===== config.mk =====
export PLATFORM = sky130hd
export DESIGN_NAME = pycpu_bus_ctrl
export DESIGN_NICKNAME = d
export VERILOG_FILES = /design/src/rtl/pycpu_bus_ctrl_pkg.sv /design/src/rtl/pycpu_bus_ctrl_arbiter.sv /design/src/rtl/pycpu_bus_ctrl.sv
export SDC_FILE = /design/constraint.sdc
export NUM_CORES = 1
export LEC_CHECK = 0
export CELL_PAD_IN_SITES_DETAIL_PLACEMENT = 1
export CELL_PAD_IN_SITES_GLOBAL_PLACEMENT = 2
export CORE_MARGIN = 5
export CORE_UTILIZATION = 26
export DETAILED_ROUTE_END_ITERATION = 8
export GPL_TIMING_DRIVEN = 0
export HOLD_SLACK_MARGIN = 0.1
export PLACE_DENSITY = 0.95
export SLEW_MARGIN = 10
export SYNTH_ARGS = -nofsm -noshare
export SYNTH_HDL_FRONTEND = slang
export SYNTH_SLANG_ARGS = --single-unit

===== constraint.sdc =====
create_clock -name clk -period 4.6 [get_ports clk]
set_input_delay 0.69 -clock clk [delete_from_list [all_inputs] [get_ports clk]]
set_output_delay 0.69 -clock clk [all_outputs]
set_load 0.05 [all_outputs]

===== src/rtl/pycpu_bus_ctrl_pkg.sv =====
// Shared types and helpers for the pycpu external-bus master.
package pycpu_bus_ctrl_pkg;

  typedef enum logic [1:0] {
    ST_IDLE = 2'd0,
    ST_ADDR = 2'd1,
    ST_WAIT = 2'd2,
    ST_DONE = 2'd3
  } bus_state_e;

  localparam logic RW_READ  = 1'b0;
  localparam logic RW_WRITE = 1'b1;

  // Bits needed to hold 0..max_val, never less than one.
  function automatic int cnt_w(input int max_val);
    return ($clog2(max_val + 1) < 1) ? 1 : $clog2(max_val + 1);
  endfunction

endpackage


===== src/rtl/pycpu_bus_ctrl_arbiter.sv =====
// Combinational round-robin pick: first set request at or after the pointer.
module pycpu_bus_ctrl_arbiter #(
  parameter int N_REQ = 3,
  parameter int PTR_W = 2
) (
  input  logic [N_REQ-1:0] req,
  input  logic [PTR_W-1:0] ptr,
  output logic [PTR_W-1:0] win_idx,
  output logic             win_valid
);

  int idx;

  always_comb begin
    win_idx   = '0;
    win_valid = 1'b0;
    idx       = 0;
    for (int i = 0; i < N_REQ; i++) begin
      idx = int'(ptr) + i;
      if (idx >= N_REQ) idx = idx - N_REQ;
      if (!win_valid && req[idx]) begin
        win_idx   = PTR_W'(idx);
        win_valid = 1'b1;
      end
    end
  end

endmodule


===== src/rtl/pycpu_bus_ctrl.sv =====
// External-bus master: round-robin arbitration of internal requesters, one
// single read/write per grant, wait states, timeout and locked bursts.
module pycpu_bus_ctrl
  import pycpu_bus_ctrl_pkg::*;
#(
  parameter int DATA_W      = 16,
  parameter int ADDR_W      = 16,
  parameter int N_REQ       = 3,
  parameter int WAIT_CYCLES = 0,
  parameter int TIMEOUT     = 15
) (
  input  logic                    clk,
  input  logic                    n_rst,
  // Requester k holds i_req[k] (level) with stable addr/rw/wdata until it sees
  // o_done[k]; o_done is a one-cycle pulse and the request is never dropped by us.
  input  logic [N_REQ-1:0]        i_req,
  input  logic [N_REQ-1:0]        i_req_rw,
  input  logic [N_REQ-1:0]        i_req_lock,
  input  logic [N_REQ*ADDR_W-1:0] i_req_addr,
  input  logic [N_REQ*DATA_W-1:0] i_req_wdata,
  output logic [N_REQ-1:0]        o_gnt,
  output logic [N_REQ-1:0]        o_done,
  output logic                    o_err,
  output logic [DATA_W-1:0]       o_rdata,
  output logic                    o_rw,
  output logic [ADDR_W-1:0]       o_addr,
  output logic [DATA_W-1:0]       o_data,
  output logic                    o_data_oe,
  input  logic [DATA_W-1:0]       i_data,
  input  logic                    i_ready,
  input  logic                    i_lock,
  output logic                    o_lock_oe,
  output logic [1:0]              dbg_state
);

  localparam int PTR_W = (N_REQ > 1) ? $clog2(N_REQ) : 1;
  localparam int WC_W  = cnt_w(WAIT_CYCLES);
  localparam int TO_W  = cnt_w(TIMEOUT);

  bus_state_e        state, state_nxt;
  logic [PTR_W-1:0]  ptr, owner, win_idx, sel_idx;
  logic              win_valid, burst, take, timed_out, active;
  logic [ADDR_W-1:0] lat_addr;
  logic [DATA_W-1:0] lat_wdata;
  logic              lat_rw, err_q;
  logic [WC_W-1:0]   wait_cnt;
  logic [TO_W-1:0]   to_cnt;

  pycpu_bus_ctrl_arbiter #(.N_REQ(N_REQ), .PTR_W(PTR_W)) u_arb (
    .req       (i_req),
    .ptr       (ptr),
    .win_idx   (win_idx),
    .win_valid (win_valid)
  );

  // A locked owner that still requests keeps the bus without re-arbitration.
  assign burst     = i_req_lock[owner] && i_req[owner];
  assign take      = (state == ST_IDLE && win_valid && !i_lock) || (state == ST_DONE && burst);
  assign sel_idx   = (state == ST_DONE) ? owner : win_idx;
  assign timed_out = !i_ready && (to_cnt == TO_W'(TIMEOUT - 1));
  assign dbg_state = state;

  always_ff @(posedge clk or negedge n_rst) begin
    if (!n_rst) state <= ST_IDLE;
    else        state <= state_nxt;
  end

  always_comb begin
    state_nxt = state;
    active    = (state != ST_IDLE);
    o_gnt     = '0;
    o_done    = '0;
    o_err     = 1'b0;
    o_rw      = RW_READ;
    o_addr    = '0;
    o_data    = '0;
    o_data_oe = 1'b0;
    o_lock_oe = active;
    if (active) begin
      o_gnt[owner] = 1'b1;
      o_rw         = lat_rw;
      o_addr       = lat_addr;
      o_data       = (lat_rw == RW_WRITE) ? lat_wdata : '0;
    end
    case (state)
      ST_IDLE: if (take) state_nxt = ST_ADDR;
      ST_ADDR: begin
        o_data_oe = (lat_rw == RW_WRITE);
        state_nxt = ST_WAIT;
      end
      ST_WAIT: begin
        o_data_oe = (lat_rw == RW_WRITE);
        if (wait_cnt == '0 && (i_ready || timed_out)) state_nxt = ST_DONE;
      end
      ST_DONE: begin
        o_done[owner] = 1'b1;
        o_err         = err_q;
        state_nxt     = burst ? ST_ADDR : ST_IDLE;
      end
      default: state_nxt = ST_IDLE;
    endcase
  end

  always_ff @(posedge clk or negedge n_rst) begin
    if (!n_rst) begin
      ptr       <= '0;
      owner     <= '0;
      lat_addr  <= '0;
      lat_wdata <= '0;
      lat_rw    <= RW_READ;
      err_q     <= 1'b0;
      wait_cnt  <= '0;
      to_cnt    <= '0;
      o_rdata   <= '0;
    end else begin
      if (take) begin
        owner     <= sel_idx;
        lat_addr  <= i_req_addr[int'(sel_idx)*ADDR_W +: ADDR_W];
        lat_wdata <= i_req_wdata[int'(sel_idx)*DATA_W +: DATA_W];
        lat_rw    <= i_req_rw[sel_idx];
      end
      case (state)
        ST_ADDR: begin
          wait_cnt <= WC_W'(WAIT_CYCLES);
          to_cnt   <= '0;
          err_q    <= 1'b0;
        end
        ST_WAIT: begin
          if (wait_cnt != '0) begin
            wait_cnt <= wait_cnt - 1'b1;
          end else if (i_ready) begin
            if (lat_rw == RW_READ) o_rdata <= i_data;
          end else begin
            to_cnt <= to_cnt + 1'b1;
            if (timed_out) err_q <= 1'b1;
          end
        end
        ST_DONE: if (!burst) ptr <= (owner == PTR_W'(N_REQ - 1)) ? '0 : owner + 1'b1;
        default: ;
      endcase
    end
  end

endmodule


==> flow_summary.ini <==
[synthesis]
syn_area_per_cell_um2 = 9.509
yosys_warnings = 0
synth-seq-area-share_pct = 37.87
synth.most_common_cell = dfrtp_1
syn-num-nets = 551
ys_ff_latch = 60
synth_ff_type = dfrtp_1
synth_edf_count = 0
synthCells = 417
synthTopCellsByCount = 60 x dfrtp_1, 49 x nor2_1, 43 x mux2_2
yosysTopAreaCell = dfrtp_1
yosys.area.top_type_share_pct = 37.87
async_reset_ff_share_pct = 100.0
netlist_area_um2 = 3965
ys_types = 48
synthTopCellsByArea = dfrtp_1 38%, mux2_2 12%, o211ai_1 6.2%, a31oi_1 5.5%, nor2_1 4.6%

[grt]
grt_use_total_pct = 17.15
grt_overflow = 0
grt_pass1_wl_mm = 24.34
antenna_found_initial = 0
first_global_vias = 4582
grt_max_degree = 61

[clock_network]
cts_hold_buffers = 0
cts_buffers = 9
clock-root-buffer = clkbuf_16
post_cts_resized = 0
postCtsSetupBuffers = 0
cts.htree.levels = 3
cts_tree = done
path_clk_slew_ns = 0.05
cts_buffer_depth = 2
cts_num_sinks = 60
clock_latency_ns = 0.32

[floorplanning]
start_util_pct = 26.28
die-area_um2 = 17820
rows = 45
core_area_um2 = 15090
io_pins = 185
dieHeight_um = 133.5
die_x_um = 133.5

[cells_and_area]
nNetsFinal = 742
design_area_um2 = 6316
num_antenna_cells = 0
area_growth_pct = 59.29
final_core_util_pct = 41.86
final_layout_size_suffix_gt1_share_pct = 16.48

[timing]
worstMarginPinSlew_ns = 0.8059
rsz0062_at_grt = false
fin_setup_tns_ns = 0
finalMaxSlewViolations = 0
setup_viol = 0
period_minus_slack_ns = 3.836
min_period_over_period_pct = 83.40
clock-skew-final_ns = 0.006834
relSlewSlack_pct = 46.28
fmax_mhz = 260.7
hold_viol = 0

[placed_design]
dp_hpwl_mm = 11.94
gp_congestion = 0.7795
io_buffer_count = 180
placed_cell_area_um2 = 6000

[worst_setup_path]
startpoint_type = flop
cp_max_fo = 10
worstReg2RegStart = ptr[0]$_DFFE_PN0P_
r2r_cells = 11
worstSetupEndpoint = o_data[0]
r2r-end = lat_wdata[10]$_DFFE_PN0P_
critPathRequiredTime_ns = 3.91
worstSetupEndpointType = output pin
crit_type = reg2out
arrival_ns = 3.15
setup.worst_path.start = dbg_state[0]$_DFFE_PN0P_
r2r_slack_ns = 1.81

[pwr]
power_switching_uw = 2768
ir_worst_vdd_uv = 490.0
power_density_nw_per_um2 = 854.1
p_clk_share_pct = 13.3
seqPwrFrac_pct = 17.5
comb_power_share_pct = 69.2
swShare_pct = 51.31
internal-power_uw = 2626
p_leak_uw = 0.002479

[drt]
wirelength_mm = 15.40
ant_nets = 0
wl_per_cell_um = 19.23
vias_per_cell = 5.025
drc = 0
firstDrtPassIters = 4
vias = 4025
drtIter0Drc = 159

[job]
cap_violations = 0

[hold_path]
hold_path_class = in2async

[status]
status = complete, no violations
final cells by class:
| cell class | instances | area [um2] |
|---|---|---|
| fill | 1726 | 8773 |
| multi-input combinational | 309 | 2185 |
| timing repair buffer | 180 | 1799 |
| sequential | 60 | 1501 |
| buffer | 38 | 241.5 |
| tap | 188 | 235.2 |
| clock buffer | 9 | 225.2 |
| clock inverter | 7 | 91.34 |
| inverter | 10 | 37.54 |
state kept, by name, summed over array words and instances, names as in the netlist:
name / flops
owner: 2
o_rdata: 16
lat_addr: 16
err_q: 1
to_cnt: 4
lat_rw: 1
ptr: 2
dbg_state: 2
lat_wdata: 16
stage by stage:
stage,setup slack (ns),cells,total power [uW],hold WS (ns)
CTS,0.6369,801,5456,0.4945
finish,0.7638,801,5394,0.4567
global placement,0.8275,785,4613,0.4858
floorplan,1.269,417,3461,0.3944
global route,0.4699,801,5726,0.5269
detailed placement,0.9769,785,4712,0.4973
cell usage in the layout (no fill, tap or decap), types with 8 or more instances in the layout:
cell,synthesis,final
a31oi_1,35,35
and2_1,20,20
buf_2,16,16
buf_4,7,8
clkbuf_1,8,8
clkbuf_16,0,9
clkdlybuf4s50_1,0,179
dfrtp_1,60,60
ha_1,9,9
inv_1,8,8
mux2_2,43,43
nand2_1,11,11
nand3_1,36,36
nor2_1,49,49
nor2b_1,17,17
o211ai_1,33,33
layer usage:
metal | track usage, % | share of wire, %
met5 | 0 | 0
met4 | 4.914 | 1.8
met3 | 4.721 | 6.7
met2 | 30.05 | 49
met1 | 20.62 | 43
power by group through the flow:
| stage | Sequential, uW | Clock (uW) | Combinational [uW] |
|---|---|---|---|
| floorplan | 1190 | 0 | 2270 |
| global placement | 935 | 0 | 3680 |
| detailed placement | 956 | 0 | 3760 |
| CTS | 947 | 733 | 3770 |
| global route | 981 | 763 | 3980 |
| finish | 944 | 719 | 3730 |
worst min path at each step:
stage	to	slack, ns	cells after the start
after floorplan	dbg_state[0]$_DFFE_PN0P_	0.39	0
after global placement	o_rdata[4]$_DFFE_PN0P_	0.49	1
after detailed placement	o_rdata[2]$_DFFE_PN0P_	0.50	1
after CTS	to_cnt[2]$_DFFE_PN0P_	0.49	1
after global routing	o_rdata[6]$_DFFE_PN0P_	0.53	1
final	to_cnt[2]$_DFFE_PN0P_	0.46	1
cells by family (layout without fill, tap and decap cells):
family | count (synthesis) | in the layout | share of synthesized area [%]
AO/OA/AOI/OAI | 99 | 99 | 18.68
XOR/XNOR | 1 | 1 | 0.2209
adder cells (fa/ha/maj) | 9 | 9 | 2.840
buffers and inverters | 48 | 244 | 7.037
flip-flops | 60 | 60 | 37.87
multiplexers | 51 | 51 | 14.45
AND/OR/NAND/NOR | 149 | 149 | 18.90
critical path, stage by stage, from the launching register on:
cell	delay (ns)
dfrtp_1	0.47
inv_1	0.14
ha_1	0.31
nor2b_1	0.47
clkbuf_1	0.40
and2_1	0.20
clkdlybuf4s50_1	0.83
No activity file was read; power rests on OpenSTA's default activity.
